--- src/rtl/btn_pulse_gen.sv ---
// btn_pulse_gen: debounces a raw button into a level plus press/release/auto-repeat pulses
//   CLK, RST       : clock, asynchronous active-high reset
//   btn_in         : raw asynchronous button level (1 = pressed)
//   rpt_en         : auto-repeat enable while held
//   btn_level      : debounced level
//   press_pulse    : one cycle on accepted press and each auto-repeat
//   release_pulse  : one cycle on accepted release
module btn_pulse_gen #(
  parameter int unsigned DB_CYCLES  = 500000,
  parameter int unsigned RPT_DELAY  = 25000000,
  parameter int unsigned RPT_PERIOD = 5000000,
  parameter int unsigned CNT_W      = 25
) (
  input  logic CLK,
  input  logic RST,
  input  logic btn_in,
  input  logic rpt_en,
  output logic btn_level,
  output logic press_pulse,
  output logic release_pulse
);
  localparam logic [CNT_W-1:0] DB_LAST  = CNT_W'(DB_CYCLES - 1);
  localparam logic [CNT_W-1:0] DLY_LAST = CNT_W'(RPT_DELAY - 1);
  localparam logic [CNT_W-1:0] PER_LAST = CNT_W'(RPT_PERIOD - 1);
  typedef enum logic [1:0] {IDLE, DB_PRESS, HELD, DB_RELEASE} state_t;
  state_t           state_q;
  logic [CNT_W-1:0] cnt_q;
  logic             rpt_ph_q;
  logic [1:0]       sync_q;
  logic             level_q, press_q, rel_q;
  logic             btn_s;
  logic [CNT_W-1:0] rpt_last;
  assign btn_s         = sync_q[1];
  assign rpt_last      = rpt_ph_q ? PER_LAST : DLY_LAST;
  assign btn_level     = level_q;
  assign press_pulse   = press_q;
  assign release_pulse = rel_q;
  always_ff @(posedge CLK or posedge RST) begin
    if (RST) begin
      state_q  <= IDLE;
      cnt_q    <= '0;
      rpt_ph_q <= 1'b0;
      sync_q   <= 2'b00;
      level_q  <= 1'b0;
      press_q  <= 1'b0;
      rel_q    <= 1'b0;
    end else begin
      sync_q  <= {sync_q[0], btn_in};
      press_q <= 1'b0;
      rel_q   <= 1'b0;
      case (state_q)
        IDLE: if (btn_s) begin
          state_q <= DB_PRESS;
          cnt_q   <= '0;
        end
        DB_PRESS: if (!btn_s) state_q <= IDLE;
        else if (cnt_q == DB_LAST) begin
          state_q  <= HELD;
          cnt_q    <= '0;
          rpt_ph_q <= 1'b0;
          level_q  <= 1'b1;
          press_q  <= 1'b1;
        end else cnt_q <= cnt_q + 1'b1;
        HELD: if (!btn_s) begin
          state_q <= DB_RELEASE;
          cnt_q   <= '0;
        end else if (!rpt_en) begin
          cnt_q    <= '0;
          rpt_ph_q <= 1'b0;
        end else if (cnt_q == rpt_last) begin
          press_q  <= 1'b1;
          cnt_q    <= '0;
          rpt_ph_q <= 1'b1;
        end else cnt_q <= cnt_q + 1'b1;
        DB_RELEASE: if (btn_s) begin
          // a bounce back to pressed restarts repeat timing from the initial delay
          state_q  <= HELD;
          cnt_q    <= '0;
          rpt_ph_q <= 1'b0;
        end else if (cnt_q == DB_LAST) begin
          state_q <= IDLE;
          level_q <= 1'b0;
          rel_q   <= 1'b1;
        end else cnt_q <= cnt_q + 1'b1;
        default: begin
          state_q  <= IDLE;
          cnt_q    <= '0;
          rpt_ph_q <= 1'b0;
          level_q  <= 1'b0;
        end
      endcase
    end
  end
endmodule

--- config.mk ---
export PLATFORM = sky130hd
export DESIGN_NAME = btn_pulse_gen
export DESIGN_NICKNAME = d
export VERILOG_FILES = /design/src/rtl/btn_pulse_gen.sv
export SDC_FILE = /design/constraint.sdc
export NUM_CORES = 1
export LEC_CHECK = 0
export CAP_MARGIN = 20
export CORE_AREA = 2 2 82 61
export DETAILED_ROUTE_END_ITERATION = 8
export DIE_AREA = 0 0 84 63
export GPL_TIMING_DRIVEN = 0
export PLACE_DENSITY = 0.65
export SYNTH_ARGS = -nofsm -noshare
export SYNTH_HDL_FRONTEND = slang
export SYNTH_SLANG_ARGS = --single-unit
--- constraint.sdc ---
create_clock -name CLK -period 1.98 [get_ports CLK]
set_input_delay 0.495 -clock CLK [delete_from_list [all_inputs] [get_ports CLK]]
set_output_delay 0.495 -clock CLK [all_outputs]
set_load 0.01 [all_outputs]
==> out/metrics.yaml, run 1 <==
outcome:
  run_status: "finished, violations left"
  violations: "setup timing"
critical_path:
  endpoint_kind: "flip-flop"
  crit_fanout: 7
  worstSetupPathType: "flip-flop to flip-flop"
  rr_worst_depth: 6
  arrival_ns: 2.39
  reg2reg_to: "cnt_q[24]"
  start_kind: "flip-flop"
  reg2reg_slack_ns: -0.26
  reg2reg_from: "cnt_q[9]"
  required_ns: 2.14
cts:
  holdBufCountCts: 0
  cts-root-buf: "clkbuf_8"
  numCtsBuffers: 5
  cts_max_level: 2
  clk_path_buf_depth: 2
  clock_latency_ns: 0.29
  clkSinkCount: 33
  clk_pin_slew_worst_paths_ns: 0.07
  cts_tree: "built"
power:
  clkPwrFrac_pct: 21.6
  p_int_uw: 1600
  switchingPower_uw: 1010
  combPwrFrac_pct: 49.5
  power.density_nw_per_um2: 953
  irDropWorstVdd_v: 0.000490
  switching_share_pct: 38.7
  seqPwrFrac_pct: 29.0
  p_leak_uw: 0.00108
logic_synthesis:
  synth_cells: 246
  yosys.area.top_type_share_pct: 38.2
  syn-num-nets: 256
  synth_cell_types: 59
  seq_area_frac_synth_pct: 38.2
  yosysWarnings: 0
  async_reset_ff_share_pct: 100
  synth_edf_count: 0
  yosysTopAreaCell: "dfrtp_1"
  ys_ff_latch: 33
  synth_area_um2: 2160
  synth_ff_type: "dfrtp_1"
  synth_area_leaders: "dfrtp_1 (38%), nand2_1 (5.4%), nor2_1 (4.0%)"
  avgSynthCellArea_um2: 8.78
die:
  ioPinCount: 7
  dieHeight_um: 63
  core_um2: 4550
  fp.dieArea_um2: 5290
  rows: 21
  start_util_pct: 47.5
  fp.dieW_um: 84
placement:
  dp_hpwl_um: 3830
  dp.cells: 310
  finalWeightedCongestion: 0.912
  port_buffers: 6
grt:
  grtUsageTotal_pct: 23.8
  antenna_found_initial: 0
  grt_pass1_vias: 1906
  overflow: 0
  grt_pass1_wl_um: 9850
  grt_start_max_net_pins: 19
job:
  max-cap-violations: 0
timing:
  post-route-min-period_ns: 2.24
  hold_ws_ns: 0.374
  period_share_pct: 113
  hold_viol: 0
  fmax_mhz: 447
  drv_slew: 0
  worst_slew_pin_slew_ns: 0.700
  rsz0062_at_grt: "true"
  maxSlewHeadroom_pct: 53.3
  fin_ws_ns: -0.255
  fin_worst_skew_ns: 0.00651
  setup_viol: 28
hold_path:
  min_path_type: "flip-flop to flip-flop"
  hp-start: "sync_q[0]"
  hold_depth: 0
  holdPathEnd: "sync_q[1]"
routing:
  viasPerCell: 5.90
  postRouteAntennaNets: 0
  first_pass_iters: 4
  wire_per_inst_um: 17.4
  routed_wl_um: 5840
  vias: 1975
  drtIter0Drc: 273
  drcViolationCount: 0
finish:
  drive_above_1_share_pct: 28.8
  final.fill_count: 381
  fin_cells: 335
  final_util_pct: 60.4
  final_nets: 287
  areaGrowthSynthToFinish_pct: 27.0
  n_antenna_cell: 0
==> cell usage in the layout, fill, tap and decap left out, types with 2 or more instances in the layout <==
master,count
dfrtp_1,23
o21ai_1,7
nand3_1,13
clkdlybuf4s50_1,6
nor4_4,2
nand4_1,11
buf_4,19
a21oi_1,8
nand2b_1,3
or3_1,3
o22ai_1,2
or4_4,2
ha_1,4
a21oi_2,6
and3_1,2
clkbuf_8,7
or4_1,3
nor3_1,10
nor4b_4,2
nor2_1,22
o21ai_0,9
nand2_1,30
dfrtp_2,10
ha_2,2
o211ai_1,2
mux2i_1,4
inv_1,10
xnor2_1,5
buf_6,5
==> repair_timing <==
action	4_1_cts	5_1_grt
pin swaps	13	6
resized for setup	25	20
hold endpoints to repair	0	0
setup buffers	15	4
cloned	1	1
setup endpoints to repair	28	29
==> sequential cells by signal (all words and copies together), names as in the netlist, named ones only <==
register,count
btn_level,1
press_pulse,1
state_q,1
sync_q,2
cnt_q,25
rpt_ph_q,1
release_pulse,1
==> power by group through the flow <==
stage	sequential [uW]	clock, uW	combinational, uW
6_report	757	564	1290
2_1_floorplan	761	0	710
3_3_place_gp	772	0	919
5_1_grt	765	610	1390
3_5_place_dp	773	0	918
4_1_cts	752	577	1100
==> final cells by class <==
class	count	area [um2]	area share, %
clock inverter	1	5.00	0.182
timing repair buffer	28	264	9.62
multi-input combinational	192	1360	49.6
tap	57	71.3	2.60
inverter	10	37.5	1.37
sequential	33	838	30.6
clock buffer	7	96.3	3.51
buffer	7	71.3	2.60
==> kinds of logic (layout without fill, tap and decap cells) <==
family	count (synthesis)	in the layout	share of synthesized area, %
simple gates	117	117	29.4
compound gates	58	58	19.3
flops	33	33	38.2
buf+inv	21	53	4.86
fa+ha+maj	6	6	3.47
xor+xnor	6	6	2.43
mux	5	5	2.37
==> metal layers <==
layer / vias to the layer above / wire length, um / track usage (%)
met5: - / 0 / 0
met4: 0 / 72 / 8.47
met3: 7 / 414 / 4.89
met2: 59 / 2460 / 32.8
met1: 946 / 2900 / 36.6
li1: 963 / - / -
==> synthesized netlist by cell type (2+ instances only) <==
cell type / instances
dfrtp_1: 33
nand2_1: 31
nor2_1: 23
a21oi_1: 13
nand3_1: 13
o21ai_0: 13
nand4_1: 11
inv_1: 10
nor3_1: 10
ha_1: 6
xnor2_1: 5
buf_4: 4
mux2i_1: 4
and3_1: 3
buf_2: 3
clkbuf_1: 3
nand2b_1: 3
o21ai_1: 3
o22ai_1: 3
or3_1: 3
or4_1: 3
a21oi_2: 2
nor4b_1: 2
o211a_1: 2
o211ai_1: 2
o21bai_1: 2
o41ai_1: 2
or2_2: 2
or4_4: 2
==> metrics by stage <==
stage | setup slack (ns) | TNS, ns | cell area (um2) | total power [uW]
after floorplan | -0.0745 | -0.851 | 2180 | 1470
after global placement | -0.393 | -10.03 | 2310 | 1690
after detailed placement | -0.417 | -8.28 | 2340 | 1690
after CTS | -0.223 | -4.69 | 2640 | 2430
after global routing | -0.309 | -7.60 | 2740 | 2770
final | -0.255 | -5.76 | 2740 | 2610
==> how the worst max path moves through the flow <==
stage | start | end | slack, ns | cells past startpoint
6_report | cnt_q[9] | cnt_q[24] | -0.26 | 6
3_5_place_dp | cnt_q[0] | cnt_q[6] | -0.42 | 7
5_1_grt | cnt_q[12] | cnt_q[5] | -0.31 | 8
4_1_cts | cnt_q[9] | cnt_q[5] | -0.22 | 8
3_3_place_gp | cnt_q[23] | cnt_q[4] | -0.39 | 7
2_1_floorplan | cnt_q[9] | cnt_q[18] | -0.07 | 8
==> critical path, cell delays in order, from the launching register on <==
cell and delay (ns):
dfrtp_1 0.43, nand4bb_1 0.20, or4_4 0.44, a2111o_1 0.49, a21o_4 0.29, nand2b_4 0.16
o211ai_1 0.10
(Power assumes the default switching activity.)
==> run 2, diff against run 1 <==
--- a/config.mk
+++ b/config.mk
@@ -6,11 +6,11 @@
 export NUM_CORES = 1
 export LEC_CHECK = 0
 export CAP_MARGIN = 20
-export CORE_AREA = 2 2 82 61
+export CORE_AREA = 2 2 91 67
 export DETAILED_ROUTE_END_ITERATION = 8
-export DIE_AREA = 0 0 84 63
+export DIE_AREA = 0 0 93 69
 export GPL_TIMING_DRIVEN = 0
-export PLACE_DENSITY = 0.65
+export PLACE_DENSITY = 0.54
 export SYNTH_ARGS = -nofsm -noshare
 export SYNTH_HDL_FRONTEND = slang
 export SYNTH_SLANG_ARGS = --single-unit
==> run 2 against run 1 <==
  * The flow still finishes with violations (setup timing)
  * Wire length rose by 4.6%
  * Worst setup slack got worse by 0.0014 ns
  * Register-to-register slack barely moved
  * Global-route usage fell by 4.1 points
  * Cell area rose by 5.6%
  * Sequential share of layout area fell by 1.7 points
  * Utilization fell by 7.9 points
  * Largest power group unchanged
  * Highest routed layer unchanged
==> out/metrics.yaml, run 2 (synthesized netlist as in run 1, its figures left out) <==
hold_path:
  min_path_type: "flip-flop to flip-flop"
grt:
  grt_start_max_net_pins: 21
  antenna_found_initial: 0
  grt_pass1_wl_um: 9910
  overflow: 0
  grtUsageTotal_pct: 19.7
  grt_pass1_vias: 1874
placement:
  finalWeightedCongestion: 0.865
  pre_cts_slack_ns: -0.488
  dp_hpwl_um: 4160
  place_area_um2: 2360
  dp.cells: 328
  port_buffers: 6
power:
  power.density_nw_per_um2: 999
  irDropWorstVdd_v: 0.000369
  p_leak_uw: 0.00113
finish:
  final_util_pct: 52.4
  n_antenna_cell: 0
  top_register: "cnt_q"
  design_area_um2: 2900
  final_common_cell: "nand2_1"
  reg_top3: "cnt_q (25), sync_q (2)"
  fin_cells: 358
  largest_register_ffs: 25
  final.fill_count: 538
  final_cell_mix: "nand2_1 (31), dfrtp_1 (24), buf_4 (22), nor2_1 (19)"
  areaGrowthSynthToFinish_pct: 34.0
  drive_above_1_share_pct: 35.7
  final_nets: 292
cts:
  cts_tree: "built"
  cts_max_level: 2
  clock_latency_ns: 0.29
  holdBufCountCts: 0
  clk_path_buf_depth: 2
  clkSinkCount: 33
  clk_pin_slew_worst_paths_ns: 0.07
  numCtsBuffers: 5
  cts-root-buf: "clkbuf_8"
timing:
  worst_slew_pin_slew_ns: 0.847
  period_share_pct: 113
  rsz0062_at_grt: "true"
  fin_worst_skew_ns: 0.00197
  hold_viol: 0
  fin_ws_ns: -0.257
  post-route-min-period_ns: 2.24
  fmax_mhz: 447
  drv_slew: 0
  maxSlewHeadroom_pct: 43.5
  setup_viol: 29
  hold_ws_ns: 0.350
critical_path:
  cpMaxStageDelayCell: "or4_4"
  required_ns: 2.14
  endpoint_kind: "flip-flop"
  crit_path_max_incr_delay_ns: 0.51
  crit_fanout: 7
  start_kind: "flip-flop"
  arrival_ns: 2.40
  worstSetupPathType: "flip-flop to flip-flop"
  cp_cell_sequence: "nand2_1 -> or4_4 -> a2111o_1 -> a21o_4 -> nand2b_4 -> o211ai_1"
die:
  rows: 23
  fp.dieW_um: 93
  ioPinCount: 7
  start_util_pct: 39.1
  core_um2: 5530
  fp.dieArea_um2: 6420
  dieHeight_um: 69
routing:
  topRoutingLayerUsed: "met4"
  met2_length_um: 2490
  vias: 1999
  dr_wl_met3_um: 388
  viasPerCell: 5.58
  wire_per_inst_um: 17.1
  postRouteAntennaNets: 0
  first_pass_iters: 4
  drcViolationCount: 0
  routed_wl_um: 6100
  drtIter0Drc: 164
  drt-met1-wl_um: 3180
job:
  max-cap-violations: 0
outcome:
  violations: "setup timing"
  run_status: "finished, violations left"
## run 2: changes by cell type in the layout (fill, tap and decap cells not counted), moves of 2 or more
cell	delta
buf_4	+3
buf_6	+4
bufinv_16	+2
clkbuf_8	-2
ha_1	-3
ha_2	+2
nand3_1	-2
nand3_2	+2
nor2_1	-3
nor2_2	+3
o21ai_0	-5
o21ai_1	-3
o21ai_2	+8
## run 2: timing repair
action / 4_1_cts / 5_1_grt
setup endpoints to repair: 28 / 29
pin swaps: 5 / 17
setup buffers: 8 / 16
gates resized for setup: 28 / 44
cloned: 0 / 1
## run 2: stage by stage
stage	TNS, ns	total power (uW)
finish	-5.37	2890
global route	-7.38	3060
CTS	-4.95	2600
detailed placement	-9.72	1720
global placement	-11.85	1720
floorplan	-0.851	1470
## run 2: area by class of cell
cell class	count	area, um2	area share [%]
Clock inverter	3	65.1	2.25
Timing Repair Buffer	32	294	10.2
Sequential cell	33	837	28.9
Tap cell	75	93.8	3.24
Buffer	8	68.8	2.38
Clock buffer	5	68.8	2.38
Multi-Input combinational cell	192	1430	49.4
Inverter	10	37.5	1.30
## run 2: final timing paths
| check | start | end | slack (ns) | cells after the start |
|---|---|---|---|---|
| min in group asynchronous | RST | btn_level | 0.68 | 2 |
| setup reg to reg | cnt_q[21] | cnt_q[24] | -0.26 | 6 |
| setup / recovery | cnt_q[21] | cnt_q[24] | -0.26 | 6 |
| max in group asynchronous | RST | cnt_q[20] | 0.72 | 2 |
| hold / removal | sync_q[0] | sync_q[1] | 0.35 | 0 |
| hold reg to reg | sync_q[0] | sync_q[1] | 0.35 | 0 |
## run 2: layer usage
metal	vias to the layer above	track usage [%]
met4	0	4.58
li1	976	-
met3	5	4.70
met1	963	32.7
met5	-	0
met2	55	25.0
## run 2: power breakdown
part	switching, uW	total [uW]	leakage, uW	internal (uW)
logic	762	1370	0.000627	609
registers	50.9	766	0.000437	715
clock network	257	757	0.0000681	500
total	1070	2890	0.00113	1820
## run 2: worst max-delay path: cells and delay by family, from the launching register on
family	cells	cell delay (ns)
simple gates	3	0.80
compound gates	3	0.85
flops	1	0.45
